$ cat config.mk
export PLATFORM = sky130hd
export DESIGN_NAME = branch_target_unit
export DESIGN_NICKNAME = d
export VERILOG_FILES = /design/src/rtl/branch_pkg.sv /design/src/rtl/btb_array.sv /design/src/rtl/branch_target_unit.sv
export SDC_FILE = /design/constraint.sdc
export NUM_CORES = 2
export LEC_CHECK = 0
export ABC_AREA = 0
export CORE_ASPECT_RATIO = 0.6
export CORE_MARGIN = 2
export CORE_UTILIZATION = 55
export DETAILED_ROUTE_END_ITERATION = 7
export PLACE_DENSITY = 0.77
export SETUP_SLACK_MARGIN = 0.05
export SYNTH_ARGS = -nofsm -noshare
export SYNTH_HDL_FRONTEND = slang
export SYNTH_SLANG_ARGS = --single-unit
$ cat constraint.sdc
create_clock -name clk -period 5.7 [get_ports clk]
set_clock_uncertainty 0.2 [all_clocks]
set_input_delay 1.14 -clock clk [delete_from_list [all_inputs] [get_ports clk]]
set_output_delay 1.14 -clock clk [all_outputs]
set_load 0.005 [all_outputs]
$ cat src/rtl/branch_pkg.sv
// Shared types for the branch target unit: branch kinds,
// 2-bit predictor counter encodings and the counter update rule.
package branch_pkg;

  typedef enum logic [2:0] {
    BR_NONE,
    BR_EQ,
    BR_NE,
    BR_REG,
    BR_IMM
  } br_kind_e;

  localparam logic [1:0] CNT_SNT = 2'd0;
  localparam logic [1:0] CNT_WNT = 2'd1;
  localparam logic [1:0] CNT_WT  = 2'd2;
  localparam logic [1:0] CNT_ST  = 2'd3;

  function automatic logic [1:0] sat_update(
    input logic [1:0] cnt,
    input logic       taken
  );
    if (taken)
      return (cnt == CNT_ST) ? CNT_ST : cnt + 2'd1;
    else
      return (cnt == CNT_SNT) ? CNT_SNT : cnt - 2'd1;
  endfunction

endpackage

$ cat src/rtl/btb_array.sv
// Direct-mapped BTB storage: valid/tag/target/counter per entry.
// Ports: clk, rst_n; f_* fetch read; d_* decode read; wr_* write.
module btb_array
  import branch_pkg::*;
#(
  parameter int WIDTH = 32,
  parameter int DEPTH = 16,
  localparam int IDX_W = $clog2(DEPTH),
  localparam int TAG_W = WIDTH - 2 - IDX_W
) (
  input  logic             clk,
  input  logic             rst_n,
  input  logic [IDX_W-1:0] f_idx,
  output logic             f_valid,
  output logic [TAG_W-1:0] f_tag,
  output logic [WIDTH-1:0] f_target,
  output logic [1:0]       f_cnt,
  input  logic [IDX_W-1:0] d_idx,
  output logic             d_valid,
  output logic [TAG_W-1:0] d_tag,
  output logic [WIDTH-1:0] d_target,
  output logic [1:0]       d_cnt,
  input  logic             wr_en,
  input  logic [IDX_W-1:0] wr_idx,
  input  logic             wr_valid,
  input  logic [TAG_W-1:0] wr_tag,
  input  logic [WIDTH-1:0] wr_target,
  input  logic [1:0]       wr_cnt
);

  logic             valid_q  [DEPTH];
  logic [TAG_W-1:0] tag_q    [DEPTH];
  logic [WIDTH-1:0] target_q [DEPTH];
  logic [1:0]       cnt_q    [DEPTH];

  always_ff @(posedge clk or negedge rst_n) begin
    if (!rst_n) begin
      for (int i = 0; i < DEPTH; i++) begin
        valid_q[i]  <= 1'b0;
        tag_q[i]    <= '0;
        target_q[i] <= '0;
        cnt_q[i]    <= CNT_WNT;
      end
    end else if (wr_en) begin
      valid_q[wr_idx]  <= wr_valid;
      tag_q[wr_idx]    <= wr_tag;
      target_q[wr_idx] <= wr_target;
      cnt_q[wr_idx]    <= wr_cnt;
    end
  end

  assign f_valid  = valid_q[f_idx];
  assign f_tag    = tag_q[f_idx];
  assign f_target = target_q[f_idx];
  assign f_cnt    = cnt_q[f_idx];

  assign d_valid  = valid_q[d_idx];
  assign d_tag    = tag_q[d_idx];
  assign d_target = target_q[d_idx];
  assign d_cnt    = cnt_q[d_idx];

endmodule

$ cat src/rtl/branch_target_unit.sv
// Decode branch resolution, BTB prediction/update, 1-cycle redirect.
// Ports: fetch lookup (pc_f, pred_*_f), decode inputs (*_d),
// redirect_v/redirect_pc/flush_fd; BTU_PERF_CNT_EN adds perf_* counters.
module branch_target_unit
  import branch_pkg::*;
#(
  parameter int WIDTH = 32,
  parameter int BTB_DEPTH = 16,
  localparam int IDX_W = $clog2(BTB_DEPTH),
  localparam int TAG_W = WIDTH - 2 - IDX_W
) (
  input  logic             clk,
  input  logic             rst_n,
  input  logic [WIDTH-1:0] pc_f,
  output logic             pred_hit_f,
  output logic             pred_taken_f,
  output logic [WIDTH-1:0] pred_target_f,
  input  logic             stall_d,
  input  logic [WIDTH-1:0] pc_d,
  input  logic [WIDTH-1:0] pc_plus4_d,
  input  logic [WIDTH-1:0] pc_branch_d,
  input  logic [WIDTH-1:0] rd1_d,
  input  logic [25:0]      instr_d,
  input  logic             br_eq_d,
  input  logic             br_ne_d,
  input  logic             br_reg_d,
  input  logic             br_imm_d,
  input  logic             cond_d,
  input  logic             pred_taken_d,
  input  logic [WIDTH-1:0] pred_target_d,
`ifdef BTU_PERF_CNT_EN
  output logic [31:0]      perf_branches,
  output logic [31:0]      perf_mispredicts,
`endif
  output logic             redirect_v,
  output logic [WIDTH-1:0] redirect_pc,
  output logic             flush_fd
);

  logic [IDX_W-1:0] f_idx, d_idx;
  logic [TAG_W-1:0] f_tag_in, d_tag_in;
  logic             f_valid, d_valid;
  logic [TAG_W-1:0] f_tag, d_tag;
  logic [WIDTH-1:0] f_target, d_target;
  logic [1:0]       f_cnt, d_cnt;
  logic             d_hit;

  logic             wr_en, wr_valid;
  logic [TAG_W-1:0] wr_tag;
  logic [WIDTH-1:0] wr_target;
  logic [1:0]       wr_cnt;

  br_kind_e         kind;
  logic             is_br, taken, mispredict;
  logic [WIDTH-1:0] target;

  logic unused;
  assign unused = ^{pc_f[1:0], pc_d[1:0], f_cnt[0]};

  assign f_idx    = pc_f[IDX_W+1:2];
  assign f_tag_in = pc_f[WIDTH-1:IDX_W+2];
  assign d_idx    = pc_d[IDX_W+1:2];
  assign d_tag_in = pc_d[WIDTH-1:IDX_W+2];

  btb_array #(
    .WIDTH (WIDTH),
    .DEPTH (BTB_DEPTH)
  ) u_btb (
    .clk       (clk),
    .rst_n     (rst_n),
    .f_idx     (f_idx),
    .f_valid   (f_valid),
    .f_tag     (f_tag),
    .f_target  (f_target),
    .f_cnt     (f_cnt),
    .d_idx     (d_idx),
    .d_valid   (d_valid),
    .d_tag     (d_tag),
    .d_target  (d_target),
    .d_cnt     (d_cnt),
    .wr_en     (wr_en),
    .wr_idx    (d_idx),
    .wr_valid  (wr_valid),
    .wr_tag    (wr_tag),
    .wr_target (wr_target),
    .wr_cnt    (wr_cnt)
  );

  assign pred_hit_f    = f_valid && (f_tag == f_tag_in);
  assign pred_taken_f  = pred_hit_f && f_cnt[1];
  assign pred_target_f = pred_hit_f ? f_target : '0;

  assign d_hit = d_valid && (d_tag == d_tag_in);

  // Multi-hot kinds resolve by priority, never flagged.
  always_comb begin
    kind = BR_NONE;
    case (1'b1)
      br_eq_d:  kind = BR_EQ;
      br_ne_d:  kind = BR_NE;
      br_reg_d: kind = BR_REG;
      br_imm_d: kind = BR_IMM;
      default:  kind = BR_NONE;
    endcase
  end

  always_comb begin
    target = '0;
    case (kind)
      BR_EQ, BR_NE: target = pc_branch_d;
      BR_REG:       target = rd1_d;
      BR_IMM:       target = {{(WIDTH-26){instr_d[25]}}, instr_d};
      default:      target = '0;
    endcase
  end

  assign is_br = (kind != BR_NONE);
  assign taken = ((br_eq_d | br_ne_d) & cond_d) | br_reg_d | br_imm_d;

  // A non-branch predicted taken is a BTB alias.
  always_comb begin
    mispredict = 1'b0;
    if (is_br)
      mispredict = (taken != pred_taken_d) ||
                   (taken && pred_taken_d &&
                    (target != pred_target_d));
    else
      mispredict = pred_taken_d;
  end

  always_comb begin
    wr_en     = 1'b0;
    wr_valid  = 1'b1;
    wr_tag    = d_tag_in;
    wr_target = d_target;
    wr_cnt    = d_cnt;
    if (!stall_d) begin
      if (is_br) begin
        wr_en = 1'b1;
        if (d_hit) begin
          wr_cnt = sat_update(d_cnt, taken);
          if (kind != BR_REG || taken)
            wr_target = target;
        end else begin
          wr_cnt    = taken ? CNT_WT : CNT_WNT;
          wr_target = (kind != BR_REG || taken) ? target : '0;
        end
      end else if (pred_taken_d && d_hit) begin
        wr_en    = 1'b1;
        wr_valid = 1'b0;
      end
    end
  end

  always_ff @(posedge clk or negedge rst_n) begin
    if (!rst_n) begin
      redirect_v  <= 1'b0;
      redirect_pc <= '0;
    end else begin
      redirect_v <= mispredict && !stall_d;
      if (mispredict && !stall_d)
        redirect_pc <= taken ? target : pc_plus4_d;
    end
  end

  assign flush_fd = redirect_v;

`ifdef BTU_PERF_CNT_EN
  always_ff @(posedge clk or negedge rst_n) begin
    if (!rst_n) begin
      perf_branches    <= '0;
      perf_mispredicts <= '0;
    end else if (!stall_d) begin
      if (is_br)
        perf_branches <= perf_branches + 32'd1;
      if (mispredict)
        perf_mispredicts <= perf_mispredicts + 32'd1;
    end
  end
`endif

endmodule

==> qor.txt <==
CRITICAL PATH
------------------------------------------------------------------------------------------
Critical path start-end classification ...................................... primary input to output port
Worst setup EP type .........................................................  output port
CP required .................................................................      4.36 ns
Cell breakdown of the critical path ......................................... buf_16, buf_16, buf_6, buf_12, mux4_2, mux4_2, xnor2_2, buf_6, nand4_1, nor4_4, buf_6, buf_12, buf_6, buf_12, buf_6, and3_4, buf_6
Crit-path max FO ............................................................            7
Delay of the slowest cell on the worst path .................................      0.53 ns
Register-to-register setup slack ............................................      0.87 ns
Most numerous cell on the critical path ..................................... sky130_fd_sc_hd__buf_6
Worst reg2reg path depth ....................................................           15
Endpoint arrival time on the critical path ..................................      4.47 ns
Startpoint class of the critical path ....................................... primary input
CP max stage cell ........................................................... sky130_fd_sc_hd__mux4_2

STA
------------------------------------------------------------------------------------------
Setup violators final .......................................................           11
Min Tclk post-route .........................................................      5.81 ns
Final hold vios .............................................................            0
F_max .......................................................................      172 MHz
Headroom to the max-slew limit ..............................................        8.22%
Setup repair after global routing missed its margin .........................          yes
Tcrit/Tclk final ............................................................         102%
Max-slew violation total from the final report ..............................            0
Tightest Pin Transition .....................................................      1.36 ns
Final WS setup ..............................................................    -0.105 ns
WHS .........................................................................     0.279 ns

ROUTING
------------------------------------------------------------------------------------------
Routed via count ............................................................        37231
Number of detailed-route iterations in the first pass .......................            6
Detail-routed net length per standard cell .................................. 30.9 microns
Number of nets with antenna violations after detailed routing ...............            0
Number of DRC violations after detailed-routing iteration 0 .................         4646
Number of remaining DRC errors ..............................................            0
Routed via count divided by cell count ......................................         6.80
Total length of routed wires ................................................ 169000 microns

PLACEMENT
------------------------------------------------------------------------------------------
Instance area at placement ..................................................  62400 sq um
GPL Wtd Cong ................................................................        0.940
Placed wire-length estimate ................................................. 112000 microns
Number of input and output port buffers inserted ............................          290

CTS
------------------------------------------------------------------------------------------
Clock edge transition at the registers on the reported setup and hold paths .      0.06 ns
CTS buffer count ............................................................           94
Count of hold-fix buffers inserted at cts ...................................            0
TritonCTS clock tree ........................................................         done
Clock latency on the worst-skew pair ........................................      0.71 ns
Clock Sinks .................................................................         1009
Depth of the CTS H-tree .....................................................            3
Buffers from clock root to sink, at most ....................................            3
Root buffer cell ............................................................ sky130_fd_sc_hd__clkbuf_16

PWR
------------------------------------------------------------------------------------------
Clk network pwr share .......................................................        29.8%
Internal Pwr Total ..........................................................      17.2 mW
Sw Share ....................................................................        28.6%
Leak Pwr ....................................................................      28.1 nW
Comb power frac .............................................................        26.2%
Register share of total power ...............................................        44.0%
NetSw .......................................................................      6.89 mW
Final total power ...........................................................      24.1 mW
Power Dens Cells ............................................................  360 nW/um^2
Worst supply voltage drop on vdd ............................................   0.000257 V

CELLS AND AREA
------------------------------------------------------------------------------------------
Nets ........................................................................         4286
Area used by multi-input combinational logic ................................  28400 sq um
Utilization after layout ....................................................        66.8%
Area added between synthesis and finish .....................................        20.8%
Area used by sequential logic in the layout .................................  25300 sq um
Filler cells ................................................................         6739
Fraction of layout cells with a size suffix above 1 .........................        51.4%
Post-route cell area ........................................................  66800 sq um

GLOBAL ROUTE
------------------------------------------------------------------------------------------
Number of global-route vias before repair ...................................        37386
Antenna violations before repair ............................................            5
Global-route wire length before repair ...................................... 255000 microns
Global-route usage over all layers ..........................................        33.2%
GR Overflow Total ...........................................................            0
Pin count of the biggest net entering global routing ........................          120

YOSYS
------------------------------------------------------------------------------------------
Seq/Total Area, Yosys .......................................................        45.7%
Area of the mapped netlist ..................................................  55300 sq um
Cells taking the most area after synthesis .................................. sky130_fd_sc_hd__dfrtp_1 45%, sky130_fd_sc_hd__mux4_2 21%, sky130_fd_sc_hd__mux2_2 18%
Cell type contributing the most total cell area after synthesis ............. sky130_fd_sc_hd__dfrtp_1
Proportion of synthesized flip-flops having asynchronous set or reset .......         100%
Proportion of netlist area held by the largest area contributor .............        44.9%
Number of enable-type register cells in the synthesized netlist .............            0
Dominant register cell in the synthesized netlist ........................... sky130_fd_sc_hd__dfrtp_1
Yosys Warn Count ............................................................            0
Commonest cells in the synthesized netlist .................................. 993 x sky130_fd_sc_hd__dfrtp_1, 908 x sky130_fd_sc_hd__mux2_2, 528 x sky130_fd_sc_hd__mux4_2
Post-Syn Nets ...............................................................         3876
Register bit total from synthesis ...........................................         1009
Count of different cell masters after synthesis .............................           61
Number of instances in the synthesized netlist ..............................         3648
Leading cell type by number of instances after synthesis .................... sky130_fd_sc_hd__dfrtp_1
Synth Area per Inst .........................................................   15.2 sq um

JOB
------------------------------------------------------------------------------------------
Max-Cap Viols ...............................................................            0

FLOORPLANNING
------------------------------------------------------------------------------------------
I/O pins ....................................................................          295
X dimension of the die ......................................................  413 microns
Core area ................................................................... 100000 sq um
Row count ...................................................................           90
Die Footprint ............................................................... 103000 sq um
Initial standard-cell utilization of the core ...............................        55.3%
Die height ..................................................................  250 microns

OUTCOME
------------------------------------------------------------------------------------------
Run status .................................................................. finished with violations
Violations in the final reports ............................................. setup timing

WORST HOLD PATH
------------------------------------------------------------------------------------------
Hold crit path type ......................................................... primary input to asynchronous set/reset pin

power by group through the flow:
stage                     clock, mW  combinational (mW)  sequential (mW)
after floorplan                   0                4.48             10.0
after global placement            0                5.98             10.5
after detailed placement          0                6.15             10.6
after CTS                      7.24                6.24             10.5
after global routing           7.53                6.69             10.8
final                          7.16                6.31             10.6
critical path, delay by kind of cell:
kind,cells,cell delay [ns]
xor gates and xnor gates,1,0.19
and+or+nand+nor,3,0.68
buffers and inverters,11,1.37
muxes,2,1.05
area by class of cell:
class / count / share of cell area (%)
tap: 1334 / 2.50
timing repair buffer: 690 / 11.8
sequential: 1009 / 37.8
clock buffer: 125 / 4.06
multi-input combinational: 2233 / 42.5
antenna: 2 / 0.00749
inverter: 30 / 0.172
clock inverter: 51 / 1.17
layout by cell type (no fill, tap or decap), types with 11 or more instances in the layout:
cell type                           n
sky130_fd_sc_hd__o21ai_0          112
sky130_fd_sc_hd__a22oi_1           24
sky130_fd_sc_hd__a21oi_1           24
sky130_fd_sc_hd__nand4_1           14
sky130_fd_sc_hd__dfstp_2           16
sky130_fd_sc_hd__clkinv_2          18
sky130_fd_sc_hd__mux2_1            98
sky130_fd_sc_hd__clkbuf_8          19
sky130_fd_sc_hd__clkdlybuf4s50_1  247
sky130_fd_sc_hd__xnor2_1           65
sky130_fd_sc_hd__bufinv_16         19
sky130_fd_sc_hd__nor4_1            11
sky130_fd_sc_hd__and3_1            12
sky130_fd_sc_hd__and3_4            25
sky130_fd_sc_hd__buf_12           131
sky130_fd_sc_hd__dfrtp_1          993
sky130_fd_sc_hd__a221o_1           25
sky130_fd_sc_hd__mux2i_1          115
sky130_fd_sc_hd__a22o_1            14
sky130_fd_sc_hd__mux4_2           528
sky130_fd_sc_hd__clkbuf_16         99
sky130_fd_sc_hd__nor3_4            13
sky130_fd_sc_hd__buf_4            243
sky130_fd_sc_hd__buf_6             44
sky130_fd_sc_hd__nand2_1          103
sky130_fd_sc_hd__mux2_2           908
sky130_fd_sc_hd__inv_1             28
sky130_fd_sc_hd__xor2_1            14
sky130_fd_sc_hd__nor2_1            22
what timing repair did:
item | in CTS | in global routing
gates cloned | 7 | 2
setup buffers | 31 | 8
pin swaps | 6 | 19
gates resized for setup | 132 | 95
setup endpoints to repair | 34 | 34
final timing paths:
| check | endpoint | startpoint |
|---|---|---|
| max | pred_target_f[26] | pc_f[2] |
| min | u_btb.tag_q[124] | rst_n |
| max reg2reg | u_btb.target_q[209] | u_btb.tag_q[146] |
| min reg2reg | u_btb.tag_q[275] | u_btb.tag_q[275] |
| max in group asynchronous | u_btb.tag_q[239] | rst_n |
| min in group clk | u_btb.tag_q[275] | u_btb.tag_q[275] |
logic make-up after synthesis:
kind of cell               share of synthesized area (%)
AOI/OAI and AO/OA                                   2.97
xor gates and xnor gates                            1.35
adders and majority gates                         0.0407
buffers and inverters                               3.46
DFF                                                 45.7
muxes                                               44.1
and+or+nand+nor                                     2.45
flip-flops by register name, indices dropped and copies added, names as in the netlist:
register,flops
u_btb.target_q,512
u_btb.tag_q,416
redirect_pc,32
u_btb.cnt_q,32
u_btb.valid_q,16
flush_fd,1
metrics by stage:
| step | setup TNS, ns | setup WS, ns | cells |
|---|---|---|---|
| floorplan | 0 | 0.0510 | 3648 |
| global placement | -11.78 | -0.377 | 5251 |
| detailed placement | -10.86 | -0.358 | 5251 |
| CTS | -0.876 | -0.0952 | 5465 |
| global route | -1.99 | -0.178 | 5474 |
| finish | -0.640 | -0.105 | 5474 |
layer usage:
| layer | GRT usage (%) | routed length, microns | vias to the layer above |
|---|---|---|---|
| li1 | - | - | 14939 |
| met1 | 50.8 | 72200 | 19896 |
| met2 | 46.3 | 74000 | 2075 |
| met3 | 9.91 | 18700 | 319 |
| met4 | 8.77 | 4530 | 2 |
| met5 | 0 | 8 | - |
Note: power is estimated with default switching activity, not from simulation.
